--- src/rtl/layer_output_collector.sv ---
// Collects per-neuron outputs of the final layer into one packed vector.
// Emits a one-cycle valid pulse once every slot has reported in the current frame.
module layer_output_collector #(
    parameter int numNeuron = 10,
    parameter int dataWidth = 16
) (
    input  logic                             i_clk,
    input  logic                             reset,
    input  logic [numNeuron*dataWidth-1:0]   i_data,
    input  logic [numNeuron-1:0]             i_valid,
    input  logic                             i_clr_err,
    output logic [numNeuron*dataWidth-1:0]   o_data,
    output logic                             o_data_valid,
    output logic                             o_overrun,
    output logic [15:0]                      o_frame_count
);

    localparam int VEC_W = numNeuron * dataWidth;

    logic [VEC_W-1:0]     buf_r;
    logic [numNeuron-1:0] mask_r;
    logic [VEC_W-1:0]     merged_s;
    logic [numNeuron-1:0] mask_next_s;
    logic                 complete_s;
    logic                 overrun_evt_s;

    // Merge this cycle's valid slots over the buffered ones.
    always_comb begin
        merged_s = buf_r;
        for (int k = 0; k < numNeuron; k++) begin
            if (i_valid[k]) begin
                merged_s[k*dataWidth +: dataWidth] = i_data[k*dataWidth +: dataWidth];
            end else begin
                merged_s[k*dataWidth +: dataWidth] = buf_r[k*dataWidth +: dataWidth];
            end
        end
    end

    // Frame completion, overrun detection and next captured mask.
    always_comb begin
        complete_s    = &(mask_r | i_valid);
        overrun_evt_s = |(mask_r & i_valid);
        if (complete_s) begin
            mask_next_s = {numNeuron{1'b0}};
        end else begin
            mask_next_s = mask_r | i_valid;
        end
    end

    // Capture buffer and mask; buffer contents are don't-care once the mask clears.
    always_ff @(posedge i_clk or posedge reset) begin
        if (reset) begin
            buf_r  <= {VEC_W{1'b0}};
            mask_r <= {numNeuron{1'b0}};
        end else begin
            buf_r  <= merged_s;
            mask_r <= mask_next_s;
        end
    end

    // Registered outputs: vector, pulse and frame counter.
    always_ff @(posedge i_clk or posedge reset) begin
        if (reset) begin
            o_data        <= {VEC_W{1'b0}};
            o_data_valid  <= 1'b0;
            o_frame_count <= 16'h0000;
        end else begin
            o_data_valid <= complete_s;
            if (complete_s) begin
                o_data        <= merged_s;
                o_frame_count <= o_frame_count + 16'd1;
            end else begin
                o_data        <= o_data;
                o_frame_count <= o_frame_count;
            end
        end
    end

    // Sticky overrun flag; a new event beats a simultaneous clear.
    always_ff @(posedge i_clk or posedge reset) begin
        if (reset) begin
            o_overrun <= 1'b0;
        end else if (overrun_evt_s) begin
            o_overrun <= 1'b1;
        end else if (i_clr_err) begin
            o_overrun <= 1'b0;
        end else begin
            o_overrun <= o_overrun;
        end
    end

endmodule

--- config.mk ---
export PLATFORM = sky130hd
export DESIGN_NAME = layer_output_collector
export DESIGN_NICKNAME = d
export VERILOG_FILES = /design/src/rtl/layer_output_collector.sv
export SDC_FILE = /design/constraint.sdc
export NUM_CORES = 1
export LEC_CHECK = 0
export ABC_AREA = 1
export BUFFER_PORTS_ARGS = -buffer_cell sky130_fd_sc_hd__buf_2
export CORE_UTILIZATION = 57
export DETAILED_ROUTE_END_ITERATION = 8
export PLACE_DENSITY = 0.85
export SYNTH_ARGS = -nofsm -noshare
export SYNTH_HDL_FRONTEND = slang
export SYNTH_SLANG_ARGS = --single-unit
--- constraint.sdc ---
create_clock -name i_clk -period 28.8 [get_ports i_clk]
set_clock_uncertainty 0.05 [all_clocks]
set_input_delay 2.88 -clock i_clk [delete_from_list [all_inputs] [get_ports i_clk]]
set_output_delay 2.88 -clock i_clk [all_outputs]
set_load 0.01 [all_outputs]
== After elaboration in Yosys (flattened, before gate mapping) ==
Cells that the tools add are included.
Widths: inputs -> output; s select.

* Flip-flop bits (word level): 348
* Bits of input ports: 173
* Output and inout bits: 178
* Logic and storage cells: 25

* $add $sub $neg: 1
* Muxes and demuxes: 13
* Bitwise gates (word level): 2
* Reductions and logical operators: 3

{| class="wikitable"
|+ Operator list
! cell !! count
|-
| $mux 16 || 10
|-
| $add 16x1->16 const B || 1
|-
| $and 10x10->10 || 1
|-
| $mux 10 || 1
|-
| $or 10x10->10 || 1
|-
| $reduce_and 10->1 || 1
|-
| $reduce_or 10->1 || 1
|-
| $mux 1 || 2
|-
| $reduce_bool 2->1 || 1
|}

== Longest topological paths before layout ==
* Word-level depth: 3
* Depth in mapped cells: 10
* Gate-level depth less buffers: 8

== Worst setup path after synthesis ==
No wires, ideal clock.

* Path type: in2reg
* Start: input i_valid[0]
* End: register o_frame_count[0]
* Library setup time: 0.117 ns
* Arrival time: 3.894 ns
* Data required time: 28.633 ns
* Path slack: 24.739 ns
* Stages on the path: 9
* Buffers on the path: 3
* Path through: buf_2 > or2_1 > nand3_2 > nor2_4 > inv_2 > buf_6 > buf_4 > nand2_1 > nand2_1

* Word-level cells in the longest chain between the ends: 2

{| class="wikitable"
|+ Ends and longest elaborated chain
! element !! RTL line !! RTL
|-
| start, declared || 10 || <nowiki>input logic [numNeuron-1:0] i_valid,</nowiki>
|-
| $or 10x10->10 || 41 || <nowiki>complete_s = &(mask_r | i_valid);</nowiki>
|-
| $reduce_and 10->1 || 41 ||
|-
| end signal, assigned || 71 || <nowiki>o_frame_count <= o_frame_count + 16'd1;</nowiki>
|-
| end signal, assigned || 74 || <nowiki>o_frame_count <= o_frame_count;</nowiki>
|-
| end, declared || 15 || <nowiki>output logic [15:0] o_frame_count</nowiki>
|}

No other way between the ends.
A chain may end at the register's enable or synchronous reset.

== Final worst setup path ==
* Start: input i_valid[9]
* End: register o_frame_count[5]

The elaborated chain is that of the path after synthesis.

==> results.txt <==
NetSw = 567 uW
Hold path endpoint = o_data[102]$_DFFE_PP0P_
Slew @ Worst Pin = 1.13 ns
Hold Crit Class = flip-flop to flip-flop
Layout area overhead = 22.3%
Clock power share = 0.289
Sequential share of power = 0.422
Maximum VDD drop = 0.0747 mV
Post-route non-filler standard cell count = 2019
Pin count of the biggest net entering global routing = 142
Final hold violations = 0
DRT Pass-1 Iters = 5
Fill cell count = 1670
Critical Path RT = 29.15 ns
Die W = 156 um
CP max FO = 108
Clk root buf = clkbuf_16
Num ports = 351
Setup violators final = 0
Most used DFF post-synth = dfrtp_1
Fin crit share = 0.191
Resize count post-CTS = 0
Register bit count reported by yosys = 348
Port bufs = 350
WP buf/inv = 3
TritonCTS Sinks = 348
Initial core utilization = 0.589
Total Power = 1.66 mW
Cell taking the most area after synthesis = dfrtp_1
R2R setup slack = 25.78 ns
Reg-to-reg endpoint = o_frame_count[5]$_DFFE_PP0P_
RSZ-0062 raised after global routing = no
Slowest stage delay, CP = 0.85 ns
Achievable Freq = 181 MHz
Synthesized area = 13500 sq um
Top-area cell type share of the netlist area = 0.646
Max Transition Viols Final = 0
Synth Area per Inst = 9.99 sq um
Tmin final = 5.51 ns
Internal Pwr Total = 1.09 mW
CP startpoint kind = input port
Clk Latency, worst-skew pair = 0.50 ns
Std-Cell Core Area = 22900 sq um
PwrDens = 101 nW/um^2
Antenna violations before repair = 2
Commonest cells in the netlist = 746 x nand2_1, 348 x dfrtp_1, 96 x mux2_2, 37 x nor2_1
H-tree depth = 2
Hold path depth = 2
Cell with the most instances after synthesis = nand2_1
Placed Instance Area = 15200 sq um
Logic pwr share = 0.289
Gr usage total = 0.266
Max Cap Viol = 0
Final HPWL from detailed placement = 21.4 mm
Post-route cell area = 16500 sq um
Placed Cells = 1956
Hold Crit Start = o_data[102]$_DFFE_PP0P_
WL/cell = 15.9 um
CP Capture Type = flip-flop
Slew margin rel. = 0.245
CP top delay family = buffers and inverters
DRC viols = 0
Cell Chain, Critical Path = buf_2, nor2_1, nor2_1, nand3_1, nor2_4, buf_4, buf_4, nand2_1, nand2_1, nand2_1
Post-DRT Antenna Nets = 0
Die ar. = 24300 sq um
Sw Ratio = 0.342
Reg-to-reg startpoint = mask_r[1]$_DFF_PP0_
Die Height = 156 um
Sequential-to-total area share from yosys stat = 0.646
Vias in the first global route = 10300
Initial DRC count = 656
Clk slew on worst S/H paths = 0.06 ns
Cell count along the critical path = 10
Number of synthesized flops with an enable pin = 0
Yosys warnings = 0
Final core occ = 0.720
Post-DR vias/cell = 5.10
Critical Path AT = 5.86 ns
WS Path Type = input port to flip-flop
Worst-case clock buffer depth = 3
RD Place Congestion = 0.825
Worst path slowest cell = buf_4
First-pass GRT wire length = 50.7 mm
Cell repeated most along the worst path = nand2_1
Layout cells sized above 1 = 0.303
Unique masters post-synth = 20
Cts bufs inserted = 36
Fin nets = 1855
Reg2reg path depth = 9
Final TNS setup = 0 ns
# rows = 55
Postcts setup bufs = 0
Routed via count = 10300
Asr flop ratio synth = 1.00
Syn nets = 1524
Gr ovfl total = 0
Status = finished clean
CTS tree = yes
Post-Synthesis Cells = 1350
CTS Hold Bufs = 0
Static Leak = 9.03 nW
Ranking of synthesized cells by area = dfrtp_1 65%, nand2_1 21%, mux2_2 8.0%, buf_4 1.2%, buf_6 1.1%
Routed Wire Length = 32.0 mm
==> cell families after synthesis <==
kind of cell    synth area share
xor+xnor                 0.00195
simple gates               0.229
buf+inv                   0.0391
flops                      0.646
mux                       0.0802
fa+ha+maj               0.000928
compound gates           0.00306
==> worst max path at each step <==
stage | slack [ns] | from | endpoint
floorplan | 16.22 | reset | buf_r[0]$_DFF_PP0_
global placement | 22.83 | i_valid[9] | o_frame_count[15]$_DFFE_PP0P_
detailed placement | 22.76 | i_valid[9] | o_frame_count[5]$_DFFE_PP0P_
CTS | 23.28 | i_valid[9] | o_frame_count[5]$_DFFE_PP0P_
global route | 23.05 | i_valid[1] | o_frame_count[6]$_DFFE_PP0P_
finish | 23.29 | i_valid[9] | o_frame_count[5]$_DFFE_PP0P_
==> area by class of cell <==
| type | count | area (sq um) | share of cell area |
|---|---|---|---|
| clock inverter | 15 | 204 | 0.0124 |
| inverter | 24 | 100 | 0.00607 |
| antenna | 1 | 2.50 | 0.000152 |
| multi-input combinational | 915 | 4250 | 0.258 |
| sequential | 348 | 8710 | 0.528 |
| clock buffer | 47 | 1030 | 0.0627 |
| timing repair buffer | 356 | 1800 | 0.109 |
| tap | 313 | 392 | 0.0238 |
==> per-layer routing <==
| metal | vias up | global-route usage | share of wire |
|---|---|---|---|
| li1 | 4842 | - | - |
| met1 | 4951 | 0.332 | 0.40 |
| met2 | 425 | 0.448 | 0.49 |
| met3 | 86 | 0.0642 | 0.076 |
| met4 | 2 | 0.106 | 0.036 |
| met5 | - | 0 | 0.00041 |
==> worst min-delay path, cell delays in order, from the launching register on <==
cell     delay, ns
dfrtp_1       0.34
nand2_1       0.05
nand2_1       0.04
==> power by group through the flow <==
stage               Combinational (mW)  Sequential, mW  Clock, mW
detailed placement               0.484           0.706          0
global route                     0.537           0.715      0.507
floorplan                        0.264           0.747          0
global placement                 0.464           0.702          0
finish                           0.479           0.701      0.480
CTS                              0.486           0.701      0.488
==> placed cells by master (no fill, tap or decap) <==
cell type / count
clkinv_2: 9
bufinv_16: 5
a221oi_1: 3
mux2_2: 96
nand3_2: 1
clkbuf_16: 37
diode_2: 1
clkinv_4: 1
xor2_1: 3
inv_1: 21
buf_4: 6
buf_2: 350
nand2_1: 746
nor2_4: 1
clkbuf_8: 7
nand4_1: 7
clkbuf_1: 3
or2_1: 1
o21ai_0: 3
inv_4: 1
ha_1: 1
inv_8: 1
nand3_1: 16
nor2_1: 37
inv_2: 1
dfrtp_1: 348
==> metrics by stage <==
| stage | hold WS (ns) | worst slack [ns] |
|---|---|---|
| global placement | 0.398 | 22.83 |
| detailed placement | 0.403 | 22.76 |
| finish | 0.415 | 23.29 |
| global route | 0.432 | 23.05 |
| floorplan | 0.388 | 16.22 |
| CTS | 0.417 | 23.28 |
==> registers in the layout, indices dropped and copies added, names as in the netlist <==
signal,count
o_overrun,1
o_data,160
buf_r,160
mask_r,10
o_frame_count,16
o_data_valid,1
Power figures use the tool's default switching activity.
